$ cat config.mk
export PLATFORM = sky130hd
export DESIGN_NAME = serial_subtractor
export DESIGN_NICKNAME = d
export VERILOG_FILES = /design/src/rtl/serial_subtractor_pkg.sv /design/src/rtl/serial_subtractor_full_subtractor.sv /design/src/rtl/serial_subtractor.sv
export SDC_FILE = /design/constraint.sdc
export NUM_CORES = 1
export LEC_CHECK = 0
export CORE_ASPECT_RATIO = 0.5
export CORE_MARGIN = 2
export CORE_UTILIZATION = 50
export CTS_CLUSTER_SIZE = 25
export DETAILED_ROUTE_END_ITERATION = 10
export GPL_TIMING_DRIVEN = 0
export PLACE_DENSITY = 0.75
export SYNTH_ARGS = -nofsm -noshare
export SYNTH_HDL_FRONTEND = slang
export SYNTH_SLANG_ARGS = --single-unit
$ cat constraint.sdc
create_clock -name clk -period 1.6 [get_ports clk]
set_input_delay 0.24 -clock clk [delete_from_list [all_inputs] [get_ports clk]]
set_output_delay 0.24 -clock clk [all_outputs]
set_load 0.005 [all_outputs]
$ cat src/rtl/serial_subtractor_pkg.sv
// Shared encodings and sizing helpers for the bit-serial subtractor.
package serial_subtractor_pkg;

  typedef enum logic [1:0] {
    IDLE = 2'd0,
    RUN  = 2'd1,
    DONE = 2'd2
  } sub_state_e;

  localparam int WIDTH_DEF = 8;
  localparam int CNT_W_DEF = $clog2(WIDTH_DEF);

  // Bit-counter width for a given operand width; never narrower than 1.
  function automatic int cnt_width(input int w);
    return (w < 2) ? 1 : $clog2(w);
  endfunction

endpackage

$ cat src/rtl/serial_subtractor_full_subtractor.sv
// One-bit full subtractor: d = a - b - bin, with borrow out.
module full_subtractor (
  input  logic a,
  input  logic b,
  input  logic bin,
  output logic d,
  output logic bout
);

  // Difference bit and borrow generate/propagate.
  always_comb begin
    d    = a ^ b ^ bin;
    bout = (~a & b) | (~(a ^ b) & bin);
  end

endmodule

$ cat src/rtl/serial_subtractor.sv
// Bit-serial subtractor: result = num1 - num2, LSB first, one bit per clock.
// Outputs are only updated when the last bit is produced, so partial
// differences are never visible.
module serial_subtractor
  import serial_subtractor_pkg::*;
#(
  parameter int WIDTH = 8
) (
  input  logic             clk,
  input  logic             rst,
  input  logic             start,
  input  logic [WIDTH-1:0] num1,
  input  logic [WIDTH-1:0] num2,
  output logic             busy,
  output logic             done,
  output logic [WIDTH-1:0] result,
  output logic             borrow_out
);

  localparam int CW = cnt_width(WIDTH);

  sub_state_e       state_q, state_d;
  logic [WIDTH-1:0] a_q, a_d;
  logic [WIDTH-1:0] b_q, b_d;
  logic [WIDTH-1:0] acc_q, acc_d;
  logic             borrow_q, borrow_d;
  logic [CW-1:0]    cnt_q, cnt_d;
  logic [WIDTH-1:0] result_q, result_d;
  logic             bout_q, bout_d;

  logic fs_d, fs_bout;

  full_subtractor u_fs (
    .a    (a_q[0]),
    .b    (b_q[0]),
    .bin  (borrow_q),
    .d    (fs_d),
    .bout (fs_bout)
  );

  // State and datapath registers; reset aborts any operation in flight.
  always_ff @(posedge clk or posedge rst) begin
    if (rst) begin
      state_q  <= IDLE;
      a_q      <= '0;
      b_q      <= '0;
      acc_q    <= '0;
      borrow_q <= 1'b0;
      cnt_q    <= '0;
      result_q <= '0;
      bout_q   <= 1'b0;
    end else begin
      state_q  <= state_d;
      a_q      <= a_d;
      b_q      <= b_d;
      acc_q    <= acc_d;
      borrow_q <= borrow_d;
      cnt_q    <= cnt_d;
      result_q <= result_d;
      bout_q   <= bout_d;
    end
  end

  // Next-state and datapath: accept in IDLE, one bit per RUN cycle, publish on last bit.
  always_comb begin
    state_d  = state_q;
    a_d      = a_q;
    b_d      = b_q;
    acc_d    = acc_q;
    borrow_d = borrow_q;
    cnt_d    = cnt_q;
    result_d = result_q;
    bout_d   = bout_q;
    unique case (state_q)
      IDLE: begin
        if (start) begin
          a_d      = num1;
          b_d      = num2;
          borrow_d = 1'b0;
          cnt_d    = '0;
          state_d  = RUN;
        end
      end
      RUN: begin
        a_d      = a_q >> 1;
        b_d      = b_q >> 1;
        acc_d    = {fs_d, acc_q[WIDTH-1:1]};
        borrow_d = fs_bout;
        cnt_d    = cnt_q + CW'(1);
        // Last bit: the freshly completed acc goes straight to the outputs.
        if (cnt_q == CW'(WIDTH-1)) begin
          state_d  = DONE;
          result_d = {fs_d, acc_q[WIDTH-1:1]};
          bout_d   = fs_bout;
        end
      end
      DONE: state_d = IDLE;
      default: state_d = IDLE;
    endcase
  end

  assign busy       = (state_q == RUN);
  assign done       = (state_q == DONE);
  assign result     = result_q;
  assign borrow_out = bout_q;

endmodule

# After elaboration in Yosys (flattened, before gate mapping)
# Index checks and enable logic that the tools add are counted.
[word_totals]
reg_bits = 39
[classes]
n_addsub = 1
eq_ne = 5
n_mux = 11
bitwise_logic = 7
reduce_logical = 5
[ops]
columns = ["op", "n"]
rows = [
  ["8-bit case mux with 2 select lines", 2],
  ["8-bit two-way mux", 2],
  ["3-bit case mux with 2 select lines", 1],
  ["2-bit AND reduction", 3],
  ["2-bit two-way mux", 2],
  ["2-bit case mux with 2 select lines", 1],
  ["3-bit by 1-bit adder with 3-bit output, second input constant", 1],
  ["3-bit == test, second input constant", 1],
  ["3-bit two-way mux", 1],
  ["1-bit AND", 2],
  ["2-bit by 1-bit == test with 1-bit output, second input constant", 1],
  ["2-bit == test, second input constant", 1],
  ["2-bit logical NOT", 1],
  ["2-bit by 1-bit != test with 1-bit output, second input constant", 1],
  ["2-bit != test, second input constant", 1],
  ["1-bit NOT", 2],
  ["1-bit case mux with 2 select lines", 1],
  ["2-bit nonzero test", 1],
  ["1-bit bitwise XOR", 2],
  ["1-bit two-way mux", 1],
  ["1-bit OR", 1],
]

# Longest topological paths before layout
# Gate-level depths: netlist (run 1).
[depth]
word_depth = 5
mapped_depth = 5
ltp_nobuf = 4

# By module
# From an unflattened synthesis (run 1), not the netlist that was laid out.
[hier_totals]
cells_unflattened = 148
area_unflattened_um2 = 1914.3
[by_module_without_submodules]
columns = ["module", "instances", "cells_each", "area_per_inst_um2"]
rows = [
  ["serial_subtractor", 1, 144, 1883.1],
  ["full_subtractor", 1, 4, 31.3],
]

# Least setup slack after synthesis (run 1)
# Ideal clock, no wire load.
[synth_timing]
path_kind = "reg-to-reg"
start = "register cnt_q[0]"
end = "register result_q[0] (netlist: result[0])"
setup_ns = 0.125
arrival_time_ns = 1.283
t_required_ns = 1.475
path_slack_ns = 0.192
stages_incl_launch_ff = 6
n_path_buf = 1
synth_period_minus_slack_ns = 1.408
path_cell_list = "dfrtp_1 > ha_1 > ha_1 > nand3b_1 > buf_6 > mux2_4"
[synth_between]
elab_chain_len = 2
[synth_rtl]
columns = ["item", "line_no", "source"]
rows = [
  ["start: declaration", "serial_subtractor.sv:27", "logic [CW-1:0] cnt_q, cnt_d;"],
  ["start signal: assignment", "serial_subtractor.sv:58", "cnt_q <= cnt_d;"],
  ["3-bit == test", "serial_subtractor.sv:91", "if (cnt_q == CW'(WIDTH-1)) begin"],
  ["2-bit AND reduction (no line)", "--", ""],
  ["end signal: assignment", "serial_subtractor.sv:59", "result_q <= result_d;"],
  ["end: declaration", "serial_subtractor.sv:28", "logic [WIDTH-1:0] result_q, result_d;"],
]
# Every way passes these cells.
# A chain may end at the register's enable or synchronous reset.

# Worst setup path in the final report (run 1)
[layout_timing]
start = "register state_q[1]"
end = "output port done"
[layout_between]
elab_chain_len = 1
[layout_rtl]
columns = ["item", "line_no", "source"]
rows = [
  ["start: declaration", "serial_subtractor.sv:22", "sub_state_e state_q, state_d;"],
  ["start signal: assignment", "serial_subtractor.sv:53", "state_q <= state_d;"],
  ["2-bit == test", "serial_subtractor.sv:103", "assign done = (state_q == DONE);"],
  ["end: declaration", "serial_subtractor.sv:15", "output logic done,"],
]
# Every way passes these cells.

==> summary.txt, run 1 <==
Reg clk slew, reported paths: 0.08 ns
Antenna Cells: 0
Number of vias per cell: 5.29
Hold crit path type: input port to asynchronous set/reset pin
Final Skew: 0.00776 ns
Initial antenna violation count: 0
Clock Path Buffers: 2
Initial core utilization: 0.529
DRC: 0
CP required: 1.36 ns
# hold bufs at CTS: 0
Peak supply drop: 0.000733 V
Synth Flop Type: dfrtp_1
Fin. Hold Viols: 0
Overall Power: 4.33 mW
Final min period: 1.54 ns
Tot GR Track Use: 0.182
Final max-slew violation count: 0
Crit path max-delay family: buffers and inverters
HPWL after DPL: 2.34 mm
Vias in the first global route: 1247
Syn Std Cell Area: 1850 µm²
WP depth: 4
Leak: 1.06 nW
Syn Area/Cell: 12.8 µm²
Post-route ant nets: 0
Max_slew headroom: 0.485
Post-synth EDFFs: 0
CTS Buf Count: 5
Maximum fanout along the worst path: 10
Detail-routed net length per standard cell: 14.9 µm
Multi-input gate area in the final layout: 749 µm²
Yosys cell types: 28
Commonest cells after routing, fill and taps aside: 37 x dfrtp_1, 27 x clkdlybuf4s50_1, 18 x inv_1
Post-Route WL: 3.50 mm
Finished Cell Area: 2340 µm²
Cell row count: 15
Via count: 1239
Synth Register Bits: 38
Worst setup SP type: register
Crit path setup slack, layout: 0.0586 ns
RSZ-0062 raised after global routing: no
Dpl cell area: 2200 µm²
Die height: 47.0 µm
Slowest-stage cell, CP: dfrtp_1
Drt first pass iters: 4
Commonest non-fill, non-tap cell in the layout: dfrtp_1
Critical Path End Type: primary output
Critical path class: register to primary output
Worst Path Arrival: 1.30 ns
Synth-to-Final Area Change: 26.6%
Final-layout fill cell count: 270
First-pass GRT wire length: 5.86 mm
Status: finished, final reports clean
Slew @ Worst Pin: 0.771 ns
Die area: 4230 µm²
Largest net degree at the start of global routing: 39
GRT overflow: 0
Period utilization: 0.963
R2R depth: 5
# IOs: 30
Worst skew pair latency: 0.29 ns
Max Cap Violations: 0
Die Wd: 90.0 µm
Asr flop ratio synth: 1.00
CP Cell Sequence: buf_6 -> buf_8 -> nor2b_1 -> dlygate4sd2_1
Post-place setup slack: -0.137 ns
CP peak stage delay: 0.38 ns
NumNets Final: 204
F_max: 649 MHz
Final Wtd Congestion: 0.717
Sink Count: 38
Core box area: 3490 µm²
Register Area: 952 µm²
Layout Utilization: 0.670
Fraction of layout cells with a size suffix above 1: 0.268
Synth warn: 0
Sum of buffers and inverters on the critical path: 3
Post-synthesis sequential area ratio: 0.515
Syn Nets: 166
# setup viols final: 0
IO buf count: 29
Clock Tree Root: clkbuf_8
Synth Instances: 144
Power Density: 1850 nW/µm²
CTS tree: yes
Initial drt markers: 35
Max H-tree Level: 2
## cell usage after synthesis, drive strengths merged, types with 2 or more instances
master | instances | area share
mux2 | 16 | 0.12
nor3b | 13 | 0.053
nor4b | 14 | 0.066
a211oi | 13 | 0.066
ha | 2 | 0.014
a22o | 2 | 0.0095
dfrtp | 38 | 0.51
inv | 20 | 0.041
buf | 10 | 0.037
clkbuf | 2 | 0.0041
## power breakdown
group | total (mW) | switching (mW) | internal, mW
clock network | 0.681 | 0.335 | 0.346
logic | 1.94 | 0.773 | 1.17
registers | 1.71 | 0.281 | 1.43
total | 4.33 | 1.39 | 2.94
## final cells by class
cell class                      instances  area share
Buffer                                 12      0.0433
Clock buffer                            6      0.0353
Clock inverter                          2     0.00535
Inverter                               20      0.0332
Multi-Input combinational cell         74       0.320
Sequential cell                        38       0.407
Tap cell                               51      0.0273
Timing Repair Buffer                   31       0.128
## kinds of logic after synthesis
family | count (synthesis) | share of synthesized area
AO/OA/AOI/OAI | 21 | 0.104
adder cells (fa/ha/maj) | 3 | 0.0244
buffers and inverters | 32 | 0.0820
flip-flops | 38 | 0.515
multiplexers | 17 | 0.129
AND/OR/NAND/NOR | 33 | 0.145
## sequential cells by signal (all words and copies together) (netlist names)
| name | flops |
|---|---|
| a_q | 8 |
| b_q | 8 |
| result | 8 |
| acc_q | 7 |
| cnt_q | 3 |
| state_q | 2 |
| borrow_out | 1 |
| borrow_q | 1 |
## routing by layer
layer	track usage	wire length, µm	vias to the layer above
met5	0	0	-
li1	-	-	591
met3	0.0546	145	5
met4	0.0554	31	0
met2	0.312	1580	25
met1	0.234	1740	618
## worst paths after layout
kind / end / start / slack (ns)
setup / recovery: done / state_q[1]$_DFFE_PP0P_ / 0.06
max in group asynchronous: state_q[0]$_DFFE_PP0P_ / rst / 0.64
setup reg to reg: result[1]$_DFFE_PP0P_ / cnt_q[0]$_DFFE_PP0P_ / 0.10
min in group clk: a_q[7]$_DFFE_PP0P_ / a_q[7]$_DFFE_PP0P_ / 0.48
hold / removal: acc_q[1]$_DFFE_PP0P_ / rst / 0.42
hold reg to reg: a_q[7]$_DFFE_PP0P_ / a_q[7]$_DFFE_PP0P_ / 0.48
## repair_timing
item,in CTS,in global routing
endpoints found under the setup margin,2,2
setup buffers,2,0
endpoints found under the hold margin,0,0
gates resized for setup,11,4
## through the flow
stage	setup TNS [ns]	std cells	hold WS, ns
2_1_floorplan	0	144	0.432
3_3_place_gp	-13.36	224	0.463
3_5_place_dp	-0.709	224	0.471
4_1_cts	0	234	0.446
5_1_grt	0	234	0.492
6_report	0	234	0.421
No activity file was read; power rests on OpenSTA's default activity.
==> run 2, diff against run 1 <==
CAP_MARGIN = 10   (was default)
==> results of run 2 <==
No change in the layout: final DEF, timing and power equal those of run 1.
==> run 3, diff against run 2 <==
ABC_AREA = 1   (was default)
PLACE_DENSITY = 0.76   (was 0.75)
==> run 3 against run 2 <==
  * Non-clock buffer count down 4
  * Largest cell class unchanged
  * Worst hold slack got worse by 0.014 ns
  * Largest power group unchanged
  * Synthesized area is 2.1% lower
==> summary.txt, run 3 <==
Status: finished, final reports clean
Antenna Cells: 0 (unchanged)
Synth top cells by count: 73 x nand2_1, 38 x dfrtp_1, 38 x inv_1
Power Density: 1890 nW/µm² (+2.1%)
Post-synthesis mux area share: 0 (-0.129)
Via count: 1456 (+18%)
# setup viols final: 0 (unchanged)
Final min period: 1.51 ns (-0.0271 ns)
F_max: 660 MHz (+1.8%)
Synth Area in Adders: 0.0249 (+0.000523)
Final Skew: 0.00552 ns (-0.00224 ns)
IO buf count: 29 (unchanged)
Final-layout fill cell count: 303 (+12%)
Initial antenna violation count: 0 (unchanged)
Worst Path Arrival: 1.27 ns (-0.03 ns)
Core box area: 3450 µm² (-1.1%)
Worst skew pair latency: 0.29 ns (about the same)
Synth Instances: 218 (+51%)
Yosys cell types: 20 (-29%)
Post-synth EDFFs: 0 (unchanged)
Multi-input gate area in the final layout: 647 µm² (-14%)
Commonest cells after routing, fill and taps aside: 73 x nand2_1, 38 x dfrtp_1, 37 x inv_1
Max Cap Violations: 0 (unchanged)
Tot GR Track Use: 0.195 (+0.0132)
# IOs: 30 (unchanged)
Leak: 1.21 nW (+15%)
GRT overflow: 0 (unchanged)
Max_slew headroom: 0.487 (+0.00231)
Simple-gate share of the synthesized area: 0.262 (+0.117)
Finished Cell Area: 2280 µm² (-2.3%)
Cell row count: 15 (unchanged)
Synth warn: 0 (unchanged)
CTS Buf Count: 5 (unchanged)
Post-synthesis sequential area ratio: 0.526 (+0.0110)
Dpl cell area: 2160 µm² (-1.8%)
Peak supply drop: 0.000929 V (+27%)
RSZ-0062 raised after global routing: no
Register Area: 951 µm² (-0.13%)
Critical Path End Type: primary output
Die Wd: 89.0 µm (-1.0%)
Crit path to: done
Syn Nets: 240 (+45%)
Final max-slew violation count: 0 (unchanged)
Die area: 4140 µm² (-2.0%)
Period utilization: 0.946 (-0.0169)
CP required: 1.36 ns (about the same)
Max H-tree Level: 2 (unchanged)
Final Wtd Congestion: 0.739 (+3.1%)
NumNets Final: 278 (+36%)
Post-Route WL: 3.50 mm (about the same)
Layout Utilization: 0.662 (-0.00830)
Detail-routed net length per standard cell: 11.4 µm (-24%)
Clock Tree Root: clkbuf_8
Synth Register Bits: 38 (unchanged)
HPWL after DPL: 2.38 mm (+1.6%)
Initial core utilization: 0.524 (-0.00548)
Syn Area/Cell: 8.29 µm² (-35%)
Slew @ Worst Pin: 0.768 ns (-0.00347 ns)
Post-route ant nets: 0 (unchanged)
Reg-to-reg slack, setup: 0.14 ns (+0.04 ns)
Post-synth top area cell: dfrtp_1
Reg clk slew, reported paths: 0.07 ns (about the same)
Sink Count: 38 (unchanged)
Synth Flop Type: dfrtp_1
Drt first pass iters: 4 (unchanged)
Commonest non-fill, non-tap cell in the layout: nand2_1
Vias in the first global route: 1367 (+9.6%)
Die height: 46.5 µm (-0.97%)
Hold crit path type: input port to asynchronous set/reset pin
CP Launch Point: state_q[0]$_DFFE_PP0P_
Largest cells by area after synthesis: dfrtp_1 53%, nand2_1 15%, nand3_1 8.0%, inv_1 7.9%, o21ai_0 3.0%
Fraction of layout cells with a size suffix above 1: 0.132 (-0.135)
R2R Path End: a_q[0]$_DFFE_PP0P_
Xor/xnor share of the synthesized area: 0 (unchanged)
Largest family of logic cells by synthesized area: simple AND/OR/NAND/NOR gates
Initial drt markers: 79 (+130%)
Synth-to-Final Area Change: 26.4%
Largest net degree at the start of global routing: 39 (unchanged)
Worst reg2reg path startpoint: state_q[0]$_DFFE_PP0P_
Compound-Gate Fraction of Synth Area: 0.0713 (-0.0331)
Worst setup SP type: register
Maximum fanout along the worst path: 10 (unchanged)
Fin. Hold Viols: 0 (unchanged)
Cell with the most instances after synthesis: nand2_1
DRC: 0 (unchanged)
Number of vias per cell: 4.73 (-11%)
Asr flop ratio synth: 1.00 (unchanged)
First-pass GRT wire length: 6.03 mm (+2.9%)
Top-area cell type share of the netlist area: 0.526 (+0.0110)
R2R depth: 6 (+1)
Critical path class: register to primary output
CTS tree: yes
Syn Std Cell Area: 1810 µm² (-2.1%)
Clock Path Buffers: 2 (unchanged)
==> run 3: changes by cell type in the layout (fill, tap and decap cells not counted), sizes merged, moves of 13 or more <==
cell / before / now
mux2: 16 / 0
inv: 20 / 41
nand3: 0 / 29
o21ai: 0 / 18
nor3b: 13 / 0
nor4b: 14 / 0
a211oi: 13 / 0
nand2: 1 / 77
==> run 3: power breakdown <==
group / leakage (nW) / total, mW / internal, mW / switching (mW)
Sequential: 0.470 / 1.66 / 1.42 / 0.236
Clock: 0.0472 / 0.700 / 0.347 / 0.353
Combinational: 0.697 / 1.96 / 0.895 / 1.07
==> run 3: cell type report <==
cell class,instances,area share
sequential,38,0.416
clock buffer,6,0.0361
inverter,41,0.0696
multi-input combinational,131,0.283
tap,51,0.0279
clock inverter,2,0.00548
buffer,7,0.0257
timing repair buffer,32,0.136
==> run 3: logic make-up (layout without fill, tap and decap cells) <==
kind of cell / Yosys count / count (layout)
simple gates: 109 / 109
buf+inv: 49 / 88
fa+ha+maj: 3 / 3
flops: 38 / 38
compound gates: 19 / 19
==> run 3: stage by stage <==
step | instances | power [mW] | hold WS [ns] | setup slack (ns) | TNS (ns)
after CTS | 308 | 4.34 | 0.440 | 0.0178 | 0
after global routing | 308 | 4.72 | 0.505 | 0.0286 | 0
after global placement | 298 | 3.51 | 0.459 | -0.314 | -11.88
after floorplan | 218 | 2.93 | 0.382 | 0.410 | 0
final | 308 | 4.32 | 0.407 | 0.0857 | 0
after detailed placement | 298 | 3.57 | 0.465 | -0.0301 | -0.0301
==> run 3: critical path: stages (launching register included) <==
cell and delay (ns):
dfrtp_1 0.38, buf_6 0.13, clkbuf_8 0.15, nor2_1 0.09, dlygate4sd2_1 0.23
==> run 3: per-layer routing <==
metal | track usage | part of all wire | vias to the layer above | wire (µm)
li1 | - | - | 736 | -
met3 | 0.0591 | 0.048 | 5 | 169
met2 | 0.316 | 0.46 | 30 | 1600
met4 | 0.0418 | 0.0071 | 0 | 25
met1 | 0.263 | 0.49 | 685 | 1710
met5 | 0 | 0 | - | 0
==> run 3: worst min path at each step <==
stage,from,endpoint,slack [ns],cells past startpoint
3_3_place_gp,cnt_q[1]$_DFFE_PP0P_,cnt_q[1]$_DFFE_PP0P_,0.46,2
3_5_place_dp,a_q[2]$_DFFE_PP0P_,a_q[2]$_DFFE_PP0P_,0.47,2
2_1_floorplan,num1[7],a_q[7]$_DFFE_PP0P_,0.38,2
5_1_grt,cnt_q[2]$_DFFE_PP0P_,cnt_q[2]$_DFFE_PP0P_,0.51,2
6_report,rst,result[0]$_DFFE_PP0P_,0.41,2
4_1_cts,rst,result[5]$_DFFE_PP0P_,0.44,2
==> run 3: what timing repair did <==
action	in CTS	in global routing
gates resized for setup	5	2
hold buffers	0	0
buffers inserted	3	0
pin swaps	1	0
setup endpoints to repair	2	1
